File: config.mk
export PLATFORM = sky130hd
export DESIGN_NAME = shift_seq_ctrl
export DESIGN_NICKNAME = d
export VERILOG_FILES = /design/src/rtl/shift_seq_ctrl.sv
export SDC_FILE = /design/constraint.sdc
export NUM_CORES = 1
export LEC_CHECK = 0
export CELL_PAD_IN_SITES_DETAIL_PLACEMENT = 0
export CELL_PAD_IN_SITES_GLOBAL_PLACEMENT = 2
export CORE_AREA = 3 3 90 71
export CTS_CLUSTER_DIAMETER = 120
export CTS_CLUSTER_SIZE = 24
export DETAILED_ROUTE_END_ITERATION = 12
export DIE_AREA = 0 0 93 74
export PLACE_DENSITY = 0.85
export SLEW_MARGIN = 40
export SYNTH_ARGS = -nofsm -noshare
export SYNTH_HDL_FRONTEND = slang
export SYNTH_SLANG_ARGS = --single-unit
File: constraint.sdc
create_clock -name i_clk -period 2.2 [get_ports i_clk]
set_input_delay 0.66 -clock i_clk [delete_from_list [all_inputs] [get_ports i_clk]]
set_output_delay 0.66 -clock i_clk [all_outputs]
set_load 0.01 [all_outputs]
File: src/rtl/shift_seq_ctrl.sv
// Sequencer that drives an external shift_reg as a parallel-to-serial converter.
// It loads a word, then paces N-1 shifts by a programmable bit period and pulses o_done at the end.
module shift_seq_ctrl #(
  parameter int N     = 8,
  parameter int DIV_W = 8
) (
  input  logic             i_clk,
  input  logic             i_reset,
  input  logic             i_valid,
  output logic             o_ready,
  input  logic [N-1:0]     i_data,
  input  logic             i_lsb_first,
  input  logic [DIV_W-1:0] i_period,
  input  logic             i_abort,
  output logic             o_sr_ce,
  output logic             o_sr_reset,
  output logic             o_sr_we,
  output logic             o_sr_shift_left,
  output logic             o_sr_shift_right,
  output logic [N-1:0]     o_sr_data,
  input  logic [N-1:0]     i_sr_q,
  output logic             o_serial,
  output logic             o_busy,
  output logic             o_done
);

  localparam int CNT_W = $clog2(N);

  typedef enum logic [2:0] {
    S_IDLE  = 3'd0,
    S_LOAD  = 3'd1,
    S_HOLD  = 3'd2,
    S_SHIFT = 3'd3,
    S_DONE  = 3'd4,
    S_CLEAR = 3'd5
  } state_t;

  state_t           r_state;
  state_t           w_next;
  logic [DIV_W-1:0] r_div;
  logic [CNT_W-1:0] r_cnt;
  logic [N-1:0]     r_word;
  logic             r_lsb;
  logic [DIV_W-1:0] r_period;
  logic             w_end_bit;
  logic             w_unused_sr;

  // Only the two end bits of the shift register are observed.
  assign w_unused_sr = ^i_sr_q;

  always_ff @(posedge i_clk or posedge i_reset) begin
    if (i_reset) begin
      r_state <= S_IDLE;
    end else begin
      r_state <= w_next;
    end
  end

  always_comb begin
    w_next = r_state;
    case (r_state)
      S_IDLE: begin
        if (i_valid) w_next = S_LOAD;
        else         w_next = S_IDLE;
      end
      S_LOAD: begin
        if (i_abort) w_next = S_CLEAR;
        else         w_next = S_HOLD;
      end
      S_HOLD: begin
        if (i_abort)                        w_next = S_CLEAR;
        else if (r_div != {DIV_W{1'b0}})    w_next = S_HOLD;
        else if (r_cnt == CNT_W'(N - 1))    w_next = S_DONE;
        else                                w_next = S_SHIFT;
      end
      S_SHIFT: begin
        if (i_abort) w_next = S_CLEAR;
        else         w_next = S_HOLD;
      end
      S_DONE: begin
        if (i_abort) w_next = S_CLEAR;
        else         w_next = S_IDLE;
      end
      S_CLEAR: w_next = S_IDLE;
      default: w_next = S_IDLE;
    endcase
  end

  // Config is captured only at the handshake so mid-transaction input changes are ignored.
  always_ff @(posedge i_clk or posedge i_reset) begin
    if (i_reset) begin
      r_div    <= {DIV_W{1'b0}};
      r_cnt    <= {CNT_W{1'b0}};
      r_word   <= {N{1'b0}};
      r_lsb    <= 1'b0;
      r_period <= {DIV_W{1'b0}};
    end else begin
      case (r_state)
        S_IDLE: begin
          if (i_valid) begin
            r_word   <= i_data;
            r_lsb    <= i_lsb_first;
            r_period <= i_period;
          end
        end
        S_LOAD: begin
          r_cnt <= {CNT_W{1'b0}};
          r_div <= r_period;
        end
        S_HOLD: begin
          if (r_div != {DIV_W{1'b0}}) r_div <= r_div - DIV_W'(1);
        end
        S_SHIFT: begin
          r_cnt <= r_cnt + CNT_W'(1);
          r_div <= r_period;
        end
        default: begin
          r_div <= r_div;
        end
      endcase
    end
  end

  assign w_end_bit = r_lsb ? i_sr_q[0] : i_sr_q[N-1];

  // Every output is a pure decode of the registered state and captured config.
  always_comb begin
    o_ready          = (r_state == S_IDLE);
    o_busy           = (r_state != S_IDLE);
    o_sr_we          = (r_state == S_LOAD);
    o_sr_shift_right = (r_state == S_SHIFT) &&  r_lsb;
    o_sr_shift_left  = (r_state == S_SHIFT) && !r_lsb;
    o_sr_reset       = (r_state == S_CLEAR);
    o_sr_ce          = (r_state == S_LOAD) || (r_state == S_SHIFT) || (r_state == S_CLEAR);
    o_done           = (r_state == S_DONE);
    o_sr_data        = r_word;
    if ((r_state == S_HOLD) || (r_state == S_SHIFT) || (r_state == S_DONE)) begin
      o_serial = w_end_bit;
    end else begin
      o_serial = 1'b0;
    end
  end

endmodule

==> flow_metrics.py <==
metrics = {
    "timing": {
        "drv_slew": 0,
        "layout_setup_ws_ns": 0.129,
        "relSlewSlack_pct": 61.2,
        "hold_violations": 0,
        "rsz0062_at_grt": "false",
        "setup_violations": 0,
        "max_freq_ghz": 0.483,
        "min_period_ns": 2.07,
        "fin_skew_ns": 0.00651,
        "worst_pin_slew_ns": 0.578,
        "period_share_pct": 94.1,
    },
    "critical_path": {
        "reg2reg_slack_ns": 0.39,
        "cp_max_fo": 5,
        "cp.arrival_ns": 1.41,
        "worstPathBufferInverterCount": 2,
        "max_stage_delay_ns": 0.42,
        "cp-start-kind": "register",
        "critical_path.slowest_cell": "dfrtp_1",
        "crit_type": "reg -> out",
        "worstPathCellList": "buf_4, nor2b_2, and3_1, dlygate4sd2_1",
        "crit_required_ns": 1.54,
        "crit_family": "buffers and inverters",
        "endpoint_kind": "output pin",
    },
    "floorplan": {
        "initial_core_util_pct": 27.3,
        "dieArea_um2": 6880,
        "die_h_um": 74,
        "die_w_um": 93,
        "core_area_um2": 5650,
        "pin_count": 46,
        "fp-row-count": 24,
    },
    "finish": {
        "nNetsFinal": 228,
        "layout_commonest_cell": "dfrtp_1",
        "fillerInstances": 580,
        "final_util_pct": 38.8,
        "layout_common_cells": "dfrtp_1, clkdlybuf4s50_1, mux2_2, nand2_1, buf_4",
        "syn2layout_area_growth_pct": 42.0,
        "diodes": 0,
        "drive_above_1_share_pct": 20.8,
    },
    "yosys": {
        "syn_area_um2": 1540,
        "synth_fp_nets": 177,
        "ys.flop_type": "dfrtp_1",
        "synthArstFlopShare_pct": 100,
        "yosys.cell_types.count": 35,
        "syn_avg_cell_area_um2": 10.6,
        "synth-edff-count": 0,
        "synth.yosys.warnings": 0,
        "yosysSeqAreaShare_pct": 50.3,
        "ys_ff_latch": 31,
        "syn_inst": 145,
    },
    "drt": {
        "drtAntennaViolNets": 0,
        "num_vias": 1234,
        "drt_first_iter_violations": 97,
        "drt-total-wl_mm": 3.45,
        "drc": 0,
        "avgRoutedWirePerCell_um": 12.5,
        "via_per_inst": 4.49,
        "first_pass_iters": 4,
    },
    "placed_design": {
        "hpwl_mm": 2.50,
        "portBuffers": 39,
        "gp_congestion": 0.784,
        "pre_cts_slack_ns": -0.261,
    },
    "flow_run": {
        "maxCapViolCount": 0,
    },
    "global_routing": {
        "grt.total_usage_pct": 11.6,
        "grt_max_degree": 32,
        "gr-total-overflow": 0,
        "antenna_found_initial": 0,
        "grt_pass1_wl_mm": 6.15,
        "grt_pass1_vias": 1258,
    },
    "clock_tree": {
        "cts_tree": "built",
        "clk_latency_ns": 0.28,
        "cts_root_buffer": "clkbuf_8",
        "clk_pin_slew_worst_paths_ns": 0.07,
        "cts.sinks": 31,
        "clock_path_buffers": 2,
        "cts_buffers": 5,
        "cts_hold_buffers": 0,
        "h-tree-depth": 2,
    },
    "power_and_ir_drop": {
        "ir_drop_mv": 0.446,
        "p_per_area_nw_per_um2": 1370,
        "p_leak_nw": 0.965,
        "finalPower_mw": 3.00,
    },
    "status": {
        "outcome": "finished clean",
    },
    "hold_path": {
        "hold_path_class": "reg -> reg",
    },
}
==> sequential cells by signal (all words and copies together), names as in the netlist <==
register	count
r_period	8
r_div	8
r_state	3
r_lsb	1
r_cnt	3
o_sr_data	8
==> per-stage QoR <==
stage	cells	hold WS, ns	area [µm²]	TNS, ns
6_report	275	0.474	2190	0
4_1_cts	275	0.479	2190	0
5_1_grt	275	0.512	2190	0
3_3_place_gp	265	0.458	2080	-0.255
3_5_place_dp	265	0.465	2080	-0.261
2_1_floorplan	145	0.443	1540	0
==> area by class of cell <==
type	instances	area, µm²	area share [%]
Clock buffer	7	96.3	4.40
Clock inverter	1	7.51	0.343
Inverter	8	30.0	1.37
Multi-Input combinational cell	99	699	31.9
Sequential cell	31	776	35.4
Tap cell	78	97.6	4.46
Timing Repair Buffer	51	483	22.1
==> per-layer routing <==
metal  GRT usage [%]  routed length [µm]  vias to the layer above
met2            17.6                1440                       29
met1            15.3                1740                      579
met5               0                   0                        -
met4            5.37                  64                        0
met3            3.54                 202                        7
li1                -                   -                      619
==> where the power goes <==
part | total [mW] | internal, mW | switching (mW)
registers | 1.05 | 0.846 | 0.207
clock network | 0.502 | 0.284 | 0.218
logic | 1.44 | 0.774 | 0.667
==> Yosys cell counts (4+ instances only) <==
cell       n  area share, %
dfrtp_1   31             50
mux2_2    16             12
nand2_1   13            3.2
nor2_1    10            2.4
inv_1      8            1.9
a21oi_1    7            2.3
o21ai_0    6            1.9
nand3_1    5            1.6
clkbuf_1   4           0.97
nor3_1     4            1.3
==> repair_timing <==
action	in CTS	in global routing
buffers inserted	2	0
hold endpoints to repair	0	0
resized for setup	9	4
setup endpoints to repair	8	3
==> path summary, 6_finish.rpt <==
kind / from / endpoint / cells after the start
worst max-delay path: r_state[2]$_DFF_PP0_ / o_sr_shift_right / 4
worst min-delay path: r_cnt[1]$_DFFE_PP0N_ / r_cnt[1]$_DFFE_PP0N_ / 2
worst max register to register: r_div[4]$_DFFE_PP0P_ / r_div[0]$_DFFE_PP0P_ / 4
worst min register to register: r_cnt[1]$_DFFE_PP0N_ / r_cnt[1]$_DFFE_PP0N_ / 2
max in group asynchronous: i_reset / o_sr_data[7]$_DFFE_PP0P_ / 3
min in group asynchronous: i_reset / r_div[3]$_DFFE_PP0P_ / 3
==> worst min-delay path: stages (launching register included) <==
cell and delay, ns:
dfrtp_1 0.35, nand2_1 0.05, nand2_1 0.05
==> cells by family (layout without fill, tap and decap cells) <==
| family | after synthesis | after routing | share of synthesized area (%) |
|---|---|---|---|
| muxes | 19 | 19 | 13.6 |
| DFF | 31 | 31 | 50.3 |
| adders and majority gates | 3 | 3 | 2.44 |
| buffers and inverters | 15 | 67 | 4.46 |
| and+or+nand+nor | 47 | 47 | 15.4 |
| AOI/OAI and AO/OA | 29 | 29 | 13.1 |
| xor gates and xnor gates | 1 | 1 | 0.568 |
Note: power is estimated with default switching activity, not from simulation.
